`src/rtl/issue_scoreboard.sv`:
```
// In-order issue scoreboard: per-GPR and EFLAGS write countdowns block RAW/WAW hazards.
// issue_ready is combinational from state and inputs; freeze holds all countdowns and blocks issue.
// Optional bypass assumption: define SCOREBOARD_FORWARD_EN to let final-cycle results be consumed.
package issue_scoreboard_pkg;
  localparam int OPCODE_W = 6;

  localparam logic [OPCODE_W-1:0] MICRO_NOP   = 6'd0;
  localparam logic [OPCODE_W-1:0] MICRO_ADD   = 6'd1;
  localparam logic [OPCODE_W-1:0] MICRO_SUB   = 6'd2;
  localparam logic [OPCODE_W-1:0] MICRO_AND   = 6'd3;
  localparam logic [OPCODE_W-1:0] MICRO_OR    = 6'd4;
  localparam logic [OPCODE_W-1:0] MICRO_XOR   = 6'd5;
  localparam logic [OPCODE_W-1:0] MICRO_ADDI  = 6'd6;
  localparam logic [OPCODE_W-1:0] MICRO_SUBI  = 6'd7;
  localparam logic [OPCODE_W-1:0] MICRO_ANDI  = 6'd8;
  localparam logic [OPCODE_W-1:0] MICRO_ORI   = 6'd9;
  localparam logic [OPCODE_W-1:0] MICRO_XORI  = 6'd10;
  localparam logic [OPCODE_W-1:0] MICRO_LB    = 6'd11;
  localparam logic [OPCODE_W-1:0] MICRO_LW    = 6'd12;
  localparam logic [OPCODE_W-1:0] MICRO_LD    = 6'd13;
  localparam logic [OPCODE_W-1:0] MICRO_LQ    = 6'd14;
  localparam logic [OPCODE_W-1:0] MICRO_SB    = 6'd15;
  localparam logic [OPCODE_W-1:0] MICRO_SW    = 6'd16;
  localparam logic [OPCODE_W-1:0] MICRO_SD    = 6'd17;
  localparam logic [OPCODE_W-1:0] MICRO_SQ    = 6'd18;
  localparam logic [OPCODE_W-1:0] MICRO_JE    = 6'd19;
  localparam logic [OPCODE_W-1:0] MICRO_JNE   = 6'd20;
  localparam logic [OPCODE_W-1:0] MICRO_JL    = 6'd21;
  localparam logic [OPCODE_W-1:0] MICRO_JG    = 6'd22;
  localparam logic [OPCODE_W-1:0] MICRO_JR    = 6'd23;
  localparam logic [OPCODE_W-1:0] MICRO_J     = 6'd24;
  localparam logic [OPCODE_W-1:0] MICRO_MOV   = 6'd25;
  localparam logic [OPCODE_W-1:0] MICRO_MOVI  = 6'd26;
  localparam logic [OPCODE_W-1:0] MICRO_CMP   = 6'd27;
  localparam logic [OPCODE_W-1:0] MICRO_TEST  = 6'd28;
  localparam logic [OPCODE_W-1:0] MICRO_CMPI  = 6'd29;
  localparam logic [OPCODE_W-1:0] MICRO_TESTI = 6'd30;

  typedef struct packed {
    logic to_gd;
    logic from_gd;
    logic gs;
    logic gt;
    logic from_ef;
    logic to_ef;
    logic is_load;
  } usage_t;
endpackage

module issue_scoreboard
  import issue_scoreboard_pkg::*;
#(
  parameter int NREG     = 16,
  parameter int ALU_LAT  = 1,
  parameter int LOAD_LAT = 3,
  parameter int CNT_W    = 2
) (
  input  logic                clk,
  input  logic                rstn,
  input  logic                issue_valid,
  input  logic [OPCODE_W-1:0] issue_opcode,
  input  logic [3:0]          issue_d,
  input  logic [3:0]          issue_s,
  input  logic [3:0]          issue_t,
  input  logic                freeze,
  output logic                issue_ready,
  output logic                issue_fire,
  output logic [NREG-1:0]     busy_gpr,
  output logic                busy_eflags,
  output logic [31:0]         stall_count
);

  localparam logic [CNT_W-1:0] ALU_L  = CNT_W'(ALU_LAT);
  localparam logic [CNT_W-1:0] LOAD_L = CNT_W'(LOAD_LAT);

  logic [CNT_W-1:0] cnt_q [NREG];
  logic [CNT_W-1:0] cnt_d [NREG];
  logic [CNT_W-1:0] cnt_ef_q, cnt_ef_d;
  logic [31:0]      stall_q, stall_d;

  usage_t           u;
  logic [CNT_W-1:0] lat;
  logic [3:0]       idx_d, idx_s, idx_t;
  logic             raw, waw;

  function automatic logic [3:0] clamp_idx(input logic [3:0] i);
    if (int'(i) >= NREG) return 4'(NREG - 1);
    return i;
  endfunction

  // With a bypass, a result in its last countdown cycle is already usable.
  function automatic logic rd_busy(input logic [CNT_W-1:0] c);
`ifdef SCOREBOARD_FORWARD_EN
    return c > CNT_W'(1);
`else
    return c != '0;
`endif
  endfunction

  always_comb begin
    u = '0;
    case (issue_opcode)
      MICRO_ADD, MICRO_SUB, MICRO_AND, MICRO_OR, MICRO_XOR: begin
        u.to_gd = 1'b1; u.gs = 1'b1; u.gt = 1'b1; u.from_ef = 1'b1; u.to_ef = 1'b1;
      end
      MICRO_ADDI, MICRO_SUBI, MICRO_ANDI, MICRO_ORI, MICRO_XORI: begin
        u.to_gd = 1'b1; u.gs = 1'b1; u.from_ef = 1'b1; u.to_ef = 1'b1;
      end
      MICRO_LB, MICRO_LW, MICRO_LD, MICRO_LQ: begin
        u.to_gd = 1'b1; u.gs = 1'b1; u.from_ef = 1'b1; u.to_ef = 1'b1; u.is_load = 1'b1;
      end
      MICRO_SB, MICRO_SW, MICRO_SD, MICRO_SQ: begin
        u.from_gd = 1'b1; u.gs = 1'b1; u.from_ef = 1'b1; u.to_ef = 1'b1;
      end
      MICRO_JE, MICRO_JNE, MICRO_JL, MICRO_JG, MICRO_JR: u.from_ef = 1'b1;
      MICRO_MOV: begin
        u.to_gd = 1'b1; u.gt = 1'b1;
      end
      MICRO_MOVI: u.to_gd = 1'b1;
      MICRO_CMP, MICRO_TEST: begin
        u.gs = 1'b1; u.gt = 1'b1; u.from_ef = 1'b1; u.to_ef = 1'b1;
      end
      MICRO_CMPI, MICRO_TESTI: begin
        u.gt = 1'b1; u.from_ef = 1'b1; u.to_ef = 1'b1;
      end
      default: u = '0;
    endcase
  end

  assign lat   = u.is_load ? LOAD_L : ALU_L;
  assign idx_d = clamp_idx(issue_d);
  assign idx_s = clamp_idx(issue_s);
  assign idx_t = clamp_idx(issue_t);

  assign raw = (u.gs      && rd_busy(cnt_q[idx_s])) ||
               (u.gt      && rd_busy(cnt_q[idx_t])) ||
               (u.from_gd && rd_busy(cnt_q[idx_d])) ||
               (u.from_ef && rd_busy(cnt_ef_q));

  // An older write landing on the same cycle or later would retire out of order.
  assign waw = (u.to_gd && (cnt_q[idx_d] >= lat)) ||
               (u.to_ef && (cnt_ef_q >= lat));

  assign issue_ready = rstn && !freeze && !raw && !waw;
  assign issue_fire  = issue_valid && issue_ready;

  always_comb begin
    for (int i = 0; i < NREG; i++) begin
      cnt_d[i] = cnt_q[i];
      if (!freeze && cnt_q[i] != '0) cnt_d[i] = cnt_q[i] - CNT_W'(1);
    end
    cnt_ef_d = cnt_ef_q;
    if (!freeze && cnt_ef_q != '0) cnt_ef_d = cnt_ef_q - CNT_W'(1);

    if (issue_fire && u.to_gd) cnt_d[idx_d] = lat;
    if (issue_fire && u.to_ef) cnt_ef_d = lat;

    stall_d = stall_q;
    if (issue_valid && !issue_ready && stall_q != 32'hFFFF_FFFF) stall_d = stall_q + 32'd1;
  end

  always_ff @(posedge clk or negedge rstn) begin
    if (!rstn) begin
      for (int i = 0; i < NREG; i++) cnt_q[i] <= '0;
      cnt_ef_q <= '0;
      stall_q  <= '0;
    end else begin
      for (int i = 0; i < NREG; i++) cnt_q[i] <= cnt_d[i];
      cnt_ef_q <= cnt_ef_d;
      stall_q  <= stall_d;
    end
  end

  always_comb begin
    busy_gpr = '0;
    for (int i = 0; i < NREG; i++) busy_gpr[i] = (cnt_q[i] != '0);
  end

  assign busy_eflags = (cnt_ef_q != '0);
  assign stall_count = stall_q;

endmodule

```
`config.mk`:
```
export PLATFORM = sky130hd
export DESIGN_NAME = issue_scoreboard
export DESIGN_NICKNAME = d
export VERILOG_FILES = /design/src/rtl/issue_scoreboard.sv
export SDC_FILE = /design/constraint.sdc
export NUM_CORES = 1
export LEC_CHECK = 0
export ABC_AREA = 1
export CAP_MARGIN = 40
export CORE_MARGIN = 8
export CORE_UTILIZATION = 39
export DETAILED_ROUTE_END_ITERATION = 10
export PLACE_DENSITY_LB_ADDON = 0.05
export SLEW_MARGIN = 20
export SYNTH_ARGS = -nofsm -noshare
export SYNTH_HDL_FRONTEND = slang
export SYNTH_SLANG_ARGS = --single-unit
```
`constraint.sdc`:
```
create_clock -name clk -period 4.4 [get_ports clk]
set_input_delay 0.44 -clock clk [delete_from_list [all_inputs] [get_ports clk]]
set_output_delay 0.44 -clock clk [all_outputs]
set_load 0.02 [all_outputs]
```
==> summary.md <==
| Metric | Value |
|---|---|
| Seq cells post-synth | `66` |
| Crit-path max cell delay | `between 0.6 and 0.7 ns` |
| Crit path top cell by count | `nor2_1` |
| Total track usage | `just under 20%` |
| Remaining DRCs | `0` |
| N_diodes | `0` |
| First-pass GRT wire length | `approximately 30000 um` |
| Syn nets | `950` |
| Primary FF master, synth | `dfrtp_1` |
| Number of nets in the layout | `between 1000 and 1500` |
| Post-DR vias/cell | `5.16` |
| Max VDD drop | `between 150 and 200 uV` |
| Final clock skew | `around 0.0063 ns` |
| Top cells by count, synth | `313 x nand2_1, 109 x inv_1, 76 x nor2_1` |
| RePlAce Congestion | `0.924` |
| CTS Buf Count | `9` |
| Sequential power share | `28.2%` |
| Final Critical Period | `3.90 ns` |
| Cell Area, Synth | `between 0.005 and 0.006 mm^2` |
| Critical Path RT | `around 4.0 ns` |
| Ys async rst share | `100%` |
| Kind of cell adding the most delay to the critical path | `buffers and inverters` |
| CTS H-tree depth | `3` |
| Simple logic cell fraction of the synthesized area | `a little over two fifths` |
| Met2 Use GR | `32.6%` |
| CTS tree | `built` |
| TritonRoute pass-1 iters | `5` |
| Final worst setup slack | `around 0.50 ns` |
| Outcome | `completed` |
| Area growth, synth to finish | `20.6%` |
| # resized after CTS | `0` |
| Count leader, synth | `nand2_1` |
| Post-CTS Setup Bufs | `0` |
| Largest net degree at the start of global routing | `38` |
| Gr busiest metal | `met2` |
| Largest family of logic cells by synthesized area | `simple AND/OR/NAND/NOR gates` |
| Adder-Cell Fraction of Synth Area | `4.28%` |
| Slew margin rel. | `a little under half` |
| Ports | `73` |
| Maximum clock path buffer count | `2` |
| Via count | `between 5000 and 6000` |
| Global route overflow | `0` |
| WP buf/inv | `4` |
| Placed cells | `between 1000 and 1500` |
| Combinational share of power | `46.7%` |
| Worst-Margin Slew | `roughly 0.79 ns` |
| Row cnt | `between 40 and 50` |
| Max frequency | `0.257 GHz` |
| Mux contribution to synthesized area | `0%` |
| LEAKAGE | `approximately 0.0036 uW` |
| Global-route track usage on met1 | `between 20% and 30%` |
| Tot Pwr | `~3500 uW` |
| Met3 Usage GRT | `under 10%` |
| Synth warnings | `0` |
| # hold bufs at CTS | `0` |
| Post-synth EDFFs | `0` |
| Layout cells sized above 1 | `5.43%` |
| Internal power | `between 2000 and 2500 uW` |
| Seq/Total Area, Yosys | `about 28%` |
| # port buffers | `slightly above 70` |
| Max stage delay cell, worst path | `clkdlybuf4s50_1` |
| Initial antenna violation count | `0` |
| Initial core utilization | `40.1%` |
| Power share of the clock group | `about a quarter` |
| Fin crit share | `between 80% and 90%` |
| Setup TNS | `0 ns` |
| Startpoint Class | `primary input` |
| Synth area leaders | `dfrtp_1 28%, nand2_1 20%, nand4_1 7.8%` |
| WS Path Type | `in -> out` |
| Setup violations, final | `0` |
| Switching Share | `42.4%` |
| Proportion of netlist area held by the largest area contributor | `roughly 28%` |
| Hold WC Path Type | `in -> async` |
| Crit-path cells | `clkdlybuf4s50_1 > inv_1 > nor2_1 > nand3_1 > nand3_1 > inv_1 > ha_1 > a21o_1 > nand2_2 > nand2_1 > nor2_1 > nand2_4 > nor2_1 > clkdlybuf4s50_1` |
| Worst setup EP type | `output port` |
| Post-Syn Area per Cell | `~6.4 um^2` |
| CTS sink count | `66` |
| Sw Pwr | `about 1500 uW` |
| HPWL Detailed | `between 10000 and 15000 um` |
| Antenna Nets Post-Route | `0` |
| Clk root buf | `clkbuf_16` |
| Clock slew at the register clock pins of the worst setup and hold paths | `~0.06 ns` |
| Syn Inst Count | `908` |
| Die height | `roughly 140 um` |
| CP Max Fanout | `11` |
| Complex-gate fraction of the synthesized area | `around 6.8%` |
| Total power divided by cell area | `just over 500 mW/mm^2` |
| Post-Place Worst Slack | `0.467 ns` |
| Die ar. | `~0.019 mm^2` |
| Fin cells | `1160` |
| Post-synth cell types | `36` |
| RSZ-0062 raised after global routing | `false` |
| Latest clock arrival within the worst-skew pair | `0.35 ns` |
| Max_cap viols | `0` |
| Fin util | `48.3%` |
| Total wire length | `~18000 um` |
| Drt initial violations | `between 300 and 400` |
| Vias in the first global route | `5719` |
| Drt wl/cell | `15.9 um` |
| Die width | `138 um` |
| CP arrival | `about 3.5 ns` |
| Slew Limit Fails | `0` |
| Core Area | `approximately 0.015 mm^2` |
| Yosys top cell by area | `dfrtp_1` |
| Xor and xnor area share after synthesis | `6.89%` |
| Final hold violation count | `0` |
sequential cells by signal, indices dropped and copies added, names as in the netlist:
register and flops:
stall_count 32, cnt_ef_q 2, cnt_q 32
layout make-up:
cell class | instances | area [um^2]
Inverter | 113 | 424
Fill cell | 1538 | 7540
Multi-Input combinational cell | 696 | 3560
Timing Repair Buffer | 85 | 821
Sequential cell | 66 | 1650
Clock buffer | 11 | 253
Clock inverter | 5 | 108
Tap cell | 184 | 230
logic make-up after synthesis:
kind of cell    count (synthesis)
compound gates                 79
xor+xnor                       46
fa+ha+maj                      20
buf+inv                       146
flops                          66
simple gates                  551
metal layers:
metal	wire (um)	vias to the layer above
li1	-	3081
met5	0	-
met4	389	0
met1	8290	2727
met3	860	25
met2	8950	156
worst reg2reg max path, delay by kind of cell (launching register included):
kind,cells,cell delay [ns]
AND/OR/NAND/NOR,13,1.53
adder cells (fa/ha/maj),1,0.28
buffers and inverters,2,0.33
flip-flops,1,0.42
AO/OA/AOI/OAI,2,0.17
power by group through the flow:
stage | Combinational, uW | Sequential (uW) | Clock, uW
4_1_cts | 1680 | 1000 | 913
6_report | 1650 | 1000 | 892
3_5_place_dp | 1670 | 1010 | 0
3_3_place_gp | 1640 | 1010 | 0
5_1_grt | 1930 | 1030 | 931
2_1_floorplan | 1200 | 959 | 0
final timing paths:
kind                                       from               to  slack, ns  depth (start not counted)
max in group asynchronous                  rstn   stall_count[6]       3.67                          3
worst max-delay path            issue_opcode[1]       issue_fire       0.50                         14
min in group clk                stall_count[31]  stall_count[31]       0.52                          2
worst max register to register        cnt_q[13]        cnt_q[22]       1.57                         18
worst min register to register  stall_count[31]  stall_count[31]       0.52                          2
worst min-delay path                       rstn        cnt_q[13]       0.17                          2
cells in the final DEF (no fill, tap or decap), types with 2 or more instances in the layout:
cell type	synthesis	layout
nor2_2	7	7
a21oi_1	18	18
nand3_2	3	3
xnor2_1	6	6
clkdlybuf4s50_1	0	70
buf_4	4	12
nor4_1	8	8
clkinv_1	2	2
clkbuf_16	0	9
inv_1	109	109
nand2_1	313	313
o21ai_0	55	55
nand3_4	2	2
xor2_1	40	40
nand4_4	2	2
clkbuf_8	0	2
nor2_1	76	76
nor3_1	14	14
buf_2	6	2
inv_6	0	2
nand3_1	43	43
o21ai_1	5	5
inv_2	2	2
ha_1	20	20
nand4_1	73	73
dfrtp_1	66	66
bufinv_16	0	3
per-stage QoR:
stage                     instance area (um^2)  hold slack, ns
final                                     7050           0.175
after global routing                      7050           0.199
after CTS                                 7050           0.182
after detailed placement                  6690           0.512
after global placement                    6670           0.515
after floorplan                           5840           0.144
Power figures use the tool's default switching activity.
